--- src/rtl/cpu_out_mon_pkg.sv ---
// Shared types, default constants and width helper for the CPU OUT-bus monitor.
package cpu_out_mon_pkg;

  typedef enum logic [1:0] {
    ST_IDLE = 2'd0,
    ST_RUN  = 2'd1,
    ST_DONE = 2'd2
  } state_t;

  localparam int unsigned DEF_DATA_W        = 32;
  localparam int unsigned DEF_DEPTH         = 8;
  localparam int unsigned DEF_CYC_W         = 16;
  localparam int unsigned DEF_STABLE_CYCLES = 64;

  // Ceiling log2; returns 0 for v <= 1.
  function automatic int unsigned log2(input int unsigned v);
    int unsigned r;
    r = 0;
    for (int unsigned i = 0; i < 32; i++) begin
      if ((64'd1 << i) < 64'(v)) r = i + 1;
    end
    return r;
  endfunction

endpackage

--- src/rtl/cpu_out_mon_fifo.sv ---
// First-word-fall-through FIFO holding captured OUT-bus entries.
module cpu_out_mon_fifo
  import cpu_out_mon_pkg::*;
#(
  parameter int unsigned WIDTH = DEF_DATA_W + DEF_CYC_W,
  parameter int unsigned DEPTH = DEF_DEPTH
) (
  input  logic                 clk,
  input  logic                 rst_n,
  input  logic                 push,
  input  logic                 pop,
  input  logic [WIDTH-1:0]     push_data,
  output logic [WIDTH-1:0]     head_data,
  output logic                 full,
  output logic                 empty,
  output logic [log2(DEPTH):0] count
);
  localparam int unsigned AW = log2(DEPTH);

  logic [WIDTH-1:0] mem [DEPTH];
  logic [AW-1:0]    wr_ptr;
  logic [AW-1:0]    rd_ptr;
  logic             do_push;
  logic             do_pop;

  // A push into a full FIFO still lands when the head leaves on the same edge.
  always_comb begin
    empty   = (count == '0);
    full    = (count == (AW + 1)'(DEPTH));
    do_pop  = pop && !empty;
    do_push = push && (!full || do_pop);
  end

  assign head_data = mem[rd_ptr];

  always_ff @(posedge clk or negedge rst_n) begin
    if (!rst_n) begin
      mem    <= '{default: '0};
      wr_ptr <= '0;
      rd_ptr <= '0;
      count  <= '0;
    end else begin
      if (do_push) begin
        mem[wr_ptr] <= push_data;
        wr_ptr      <= wr_ptr + 1'b1;
      end
      if (do_pop) rd_ptr <= rd_ptr + 1'b1;
      case ({do_push, do_pop})
        2'b10:   count <= count + 1'b1;
        2'b01:   count <= count - 1'b1;
        default: ;
      endcase
    end
  end

endmodule

--- src/rtl/cpu_out_monitor.sv ---
// Logs value changes of the CPU OUT bus into a FIFO and flags completion on a stable bus.
// Per-entry cycle stamps are built only when CPU_OUT_MON_TIMESTAMP_EN is defined.
module cpu_out_monitor
  import cpu_out_mon_pkg::*;
#(
  parameter int unsigned DATA_W        = DEF_DATA_W,
  parameter int unsigned DEPTH         = DEF_DEPTH,
  parameter int unsigned CYC_W         = DEF_CYC_W,
  parameter int unsigned STABLE_CYCLES = DEF_STABLE_CYCLES
) (
  input  logic                 CLK,
  input  logic                 RST,
  input  logic                 EN,
  input  logic [DATA_W-1:0]    OUT_IN,
  input  logic                 RD_READY,
  output logic                 RD_VALID,
  output logic [DATA_W-1:0]    RD_DATA,
  output logic [CYC_W-1:0]     RD_CYCLE,
  output logic [log2(DEPTH):0] COUNT,
  output logic                 OVERFLOW,
  output logic                 DONE
);
  localparam int unsigned SW = log2(STABLE_CYCLES + 1);
`ifdef CPU_OUT_MON_TIMESTAMP_EN
  localparam int unsigned ST_W = CYC_W;
`else
  localparam int unsigned ST_W = 0;
`endif
  localparam int unsigned FW = DATA_W + ST_W;

  state_t            state;
  logic [DATA_W-1:0] prev;
  logic [SW-1:0]     stable;
  logic [SW-1:0]     stable_inc;
  logic              changed;
  logic              push;
  logic              full;
  logic              empty;
  logic              overflow;
  logic              done;
  logic [FW-1:0]     push_data;
  logic [FW-1:0]     head;

  always_comb begin
    changed    = (OUT_IN != prev);
    stable_inc = stable + 1'b1;
    push       = 1'b0;
    case (state)
      ST_IDLE: push = EN;
      ST_RUN:  push = EN && changed;
      default: push = 1'b0;
    endcase
  end

`ifdef CPU_OUT_MON_TIMESTAMP_EN
  logic [CYC_W-1:0] cyc;
  logic [CYC_W-1:0] cyc_next;

  assign cyc_next = (cyc == '1) ? cyc : cyc + 1'b1;

  always_ff @(posedge CLK or negedge RST) begin
    if (!RST) cyc <= '0;
    else if (state == ST_IDLE && EN) cyc <= '0;
    else if (state == ST_RUN) cyc <= cyc_next;
  end

  assign push_data = {OUT_IN, (state == ST_RUN) ? cyc_next : {CYC_W{1'b0}}};
  assign RD_CYCLE  = head[CYC_W-1:0];
`else
  assign push_data = OUT_IN;
  assign RD_CYCLE  = '0;
`endif

  always_ff @(posedge CLK or negedge RST) begin
    if (!RST) begin
      state    <= ST_IDLE;
      prev     <= '0;
      stable   <= '0;
      done     <= 1'b0;
      overflow <= 1'b0;
    end else begin
      // Full implies non-empty, so RD_READY alone decides whether the head frees a slot.
      if (push && full && !RD_READY) overflow <= 1'b1;
      case (state)
        ST_IDLE: begin
          if (EN) begin
            prev   <= OUT_IN;
            stable <= '0;
            state  <= ST_RUN;
          end
        end
        ST_RUN: begin
          if (!EN) begin
            state <= ST_IDLE;
          end else if (changed) begin
            prev   <= OUT_IN;
            stable <= '0;
          end else begin
            stable <= stable_inc;
            if (stable_inc == SW'(STABLE_CYCLES)) begin
              state <= ST_DONE;
              done  <= 1'b1;
            end
          end
        end
        ST_DONE: begin
          if (!EN) begin
            state <= ST_IDLE;
            done  <= 1'b0;
          end
        end
        default: state <= ST_IDLE;
      endcase
    end
  end

  cpu_out_mon_fifo #(
    .WIDTH (FW),
    .DEPTH (DEPTH)
  ) u_fifo (
    .clk       (CLK),
    .rst_n     (RST),
    .push      (push),
    .pop       (RD_READY),
    .push_data (push_data),
    .head_data (head),
    .full      (full),
    .empty     (empty),
    .count     (COUNT)
  );

  assign RD_VALID = !empty;
  assign RD_DATA  = head[FW-1 -: DATA_W];
  assign OVERFLOW = overflow;
  assign DONE     = done;

endmodule

--- config.mk ---
export PLATFORM = sky130hd
export DESIGN_NAME = cpu_out_monitor
export DESIGN_NICKNAME = d
export VERILOG_FILES = /design/src/rtl/cpu_out_mon_pkg.sv /design/src/rtl/cpu_out_mon_fifo.sv /design/src/rtl/cpu_out_monitor.sv
export SDC_FILE = /design/constraint.sdc
export NUM_CORES = 1
export LEC_CHECK = 0
export CORE_MARGIN = 5
export CORE_UTILIZATION = 40
export DETAILED_ROUTE_END_ITERATION = 12
export DONT_BUFFER_PORTS = 1
export GPL_TIMING_DRIVEN = 0
export HOLD_SLACK_MARGIN = 0.03
export PLACE_DENSITY = 0.6
export SYNTH_ARGS = -nofsm -noshare
export SYNTH_HDL_FRONTEND = slang
export SYNTH_SLANG_ARGS = --single-unit
--- constraint.sdc ---
create_clock -name CLK -period 2.8 [get_ports CLK]
set_input_delay 0.56 -clock CLK [delete_from_list [all_inputs] [get_ports CLK]]
set_output_delay 0.56 -clock CLK [all_outputs]
set_load 0.02 [all_outputs]
==> flow_metrics.tcl <==
set metrics [dict create \
    synth.area.top_cells "dfrtp_1 (53%), mux4_2 (10%), a22o_1 (7.8%)" \
    yosysTopAreaCellShare_pct 53.5 \
    synth_warnings 0 \
    power_density_mw_per_mm2 1240 \
    hold_violations 309 \
    cp_max_fo 3 \
    numCtsBuffers 36 \
    worstSkewPairLatency_ns 0.54 \
    grt_max_degree 310 \
    syn_area_mm2 0.0145 \
    cts_buffer_depth 3 \
    yosysTopAreaCell "dfrtp_1" \
    grt_util_all_layers_pct 21.7 \
    drive_gt1_share_pct 27.5 \
    io_pins 91 \
    hold_class "in -> async" \
    clock-root-buffer "clkbuf_16" \
    drtPass1Iterations 5 \
    gp_congestion 0.817 \
    postSynth.asyncResetShare_pct 100 \
    drcViolationCount 0 \
    startpoint_type "register" \
    grt_overflow 0 \
    dieArea_mm2 0.0400 \
    fin_crit_sh_pct 101 \
    worst-setup-path-type "reg -> reg" \
    cts_tree "yes" \
    reg2regPathDepth 12 \
    status "finished, violations left" \
    core_mm2 0.0357 \
    violations "hold timing, setup timing" \
    clock_skew_ns 0.0275 \
    clk_pin_slew_worst_paths_ns 0.06 \
    setup_viol 3 \
    syn_avg_cell_area_um2 13.9 \
    port_buffers 0 \
    arrival_ns 3.28 \
    routed-via-count 9545 \
    grt_setup_unrepaired "yes" \
    post_drt_wl_per_cell_um 27.3 \
    slew_headroom_pct 28.9 \
    row_count 69 \
    antenna_found_initial 0 \
    fin_cells 1585 \
    syn_to_final_growth_pct 15.1 \
    fmax_ghz 0.352 \
    post-route-util_pct 46.7 \
    ant_nets 0 \
    tightest_slew_ns 1.07 \
    rrSetupSlack_ns -0.04 \
    ir_drop_mv 0.479 \
    tns_ns -0.0615 \
    drt_wl_total_um 43200 \
    finalMaxSlewViolations 0 \
    synth_edf_count 0 \
    antennaDiodeCount 0 \
    power.total_mw 20.6 \
    die_h_um 200 \
    dp_cells 1513 \
    cp.required_ns 3.24 \
    ys_seq_elements 309 \
    synthDistinctLibCells 45 \
    syn_inst 1037 \
    yosysSeqAreaShare_pct 53.5 \
    start_util_pct 40.5 \
    num-nets-final 1141 \
    grt_pass1_wl_um 65400 \
    viasPerCell 6.02 \
    holdWs_ns -0.232 \
    drv_cap 0 \
    setup_ws_ns -0.0373 \
    grt_pass1_vias 9994 \
    p_leak_nw 7.33 \
    first_iter_violations 854 \
    end_kind "register" \
    worstReg2RegStart "prev[17]" \
    finalCriticalPeriod_ns 2.84 \
    cts_max_level 2 \
    dieWidth_um 200 \
    dp_hpwl_um 27500 \
    synth_flop_cell "dfrtp_1" \
    timing.rr.end "u_fifo.count[2]" \
    cts_num_sinks 309 \
]
cells in the mapped netlist, types with 9 or more instances:
master	instances
a22o_1	128
buf_2	15
buf_4	20
buf_6	27
clkbuf_1	42
dfrtp_1	309
mux2_2	35
mux2_4	29
mux4_2	64
nand2_1	56
nand3_1	10
nor2_1	9
nor2b_1	38
nor3_1	9
nor4_1	10
o2bb2ai_1	128
xnor2_1	9
xor2_1	32
area by class of cell:
class | count | area [um^2]
sequential | 309 | 7730
clock inverter | 11 | 113
inverter | 3 | 11.3
timing repair buffer | 10 | 92.6
clock buffer | 52 | 1010
buffer | 105 | 843
fill | 3132 | 19000
tap | 461 | 577
multi-input combinational | 634 | 6260
how the worst max path moves through the flow:
stage | startpoint | endpoint | slack (ns)
2_1_floorplan | OUT_IN[17] | u_fifo.count[2] | -0.04
3_3_place_gp | OUT_IN[30] | u_fifo.mem[47] | -0.56
3_5_place_dp | OUT_IN[30] | u_fifo.mem[45] | -0.53
4_1_cts | prev[3] | u_fifo.count[2] | -0.02
5_1_grt | prev[16] | u_fifo.mem[93] | -0.12
6_report | prev[17] | u_fifo.count[2] | -0.04
registers in the layout, summed over array words and instances (netlist names):
| register | flops |
|---|---|
| prev | 32 |
| DONE | 1 |
| u_fifo.mem | 256 |
| stable | 7 |
| u_fifo.rd_ptr | 3 |
| u_fifo.count | 4 |
| u_fifo.wr_ptr | 3 |
| OVERFLOW | 1 |
| state | 2 |
cells by family (layout without fill, tap and decap cells):
| kind of cell | after synthesis | in the layout | share of synthesized area [%] |
|---|---|---|---|
| other cells | 1 | 16 | 0.0259 |
| flops | 309 | 309 | 53.5 |
| mux | 129 | 129 | 15.8 |
| fa+ha+maj | 6 | 6 | 0.519 |
| xor+xnor | 41 | 41 | 2.48 |
| compound gates | 275 | 275 | 16.3 |
| simple gates | 167 | 167 | 6.47 |
| buf+inv | 109 | 181 | 4.88 |
worst max-delay path, cell delays in order, from the launching register on:
cell and delay, ns:
dfrtp_1 0.40, xnor2_2 0.29, nand2_1 0.08, or3b_1 0.38
or4_4 0.55, nand2_8 0.10, ha_4 0.15, xor2_1 0.15
ha_2 0.20, a21oi_2 0.04, xor2_1 0.15, nor2_1 0.11
xor2_1 0.15
stage by stage:
step | area [um^2] | hold slack (ns) | setup slack (ns)
floorplan | 14600 | 0.264 | -0.0373
global placement | 15100 | 0.294 | -0.561
detailed placement | 15100 | 0.295 | -0.534
CTS | 16500 | -0.276 | -0.0211
global route | 16600 | -0.249 | -0.122
finish | 16600 | -0.232 | -0.0373
placed cells by master, fill, tap and decap left out, types with 6 or more instances in the layout:
cell / synthesis / layout
nor2_1: 9 / 8
mux4_2: 64 / 64
buf_6: 27 / 27
xor2_1: 32 / 30
buf_4: 20 / 30
nand2_1: 56 / 55
clkbuf_1: 42 / 24
nor2b_1: 38 / 38
nand3_1: 10 / 9
nor4_1: 10 / 7
o2bb2ai_1: 128 / 128
nor3_1: 9 / 6
nand2b_1: 6 / 6
a22o_1: 128 / 128
clkinv_2: 0 / 6
buf_2: 15 / 10
mux2_4: 29 / 46
xnor2_1: 9 / 7
conb_1: 1 / 16
mux2_2: 35 / 18
clkbuf_16: 0 / 38
dfrtp_1: 309 / 309
clkbuf_2: 0 / 21
report_power, final:
group          internal (mW)  switching (mW)
combinational           4.22            4.53
sequential              6.26            1.07
clock                   2.62            1.92
total                   13.1            7.53
timing repair:
item                                    in CTS  in global routing
endpoints found under the hold margin      309                309
setup buffers                                5                  4
pin swaps                                   10                 11
endpoints found under the setup margin     214                239
resized for setup                           63                 34
gates cloned                                 0                  1
per-layer routing:
metal  up-vias  share of wire [%]  global-route usage (%)
li1       4087                  -                       -
met1      5037                 44                    31.7
met2       360                 47                    33.6
met3        61                7.2                    4.57
met4         0                1.8                    5.33
met5         -                  0                       0
(Power assumes the default switching activity.)
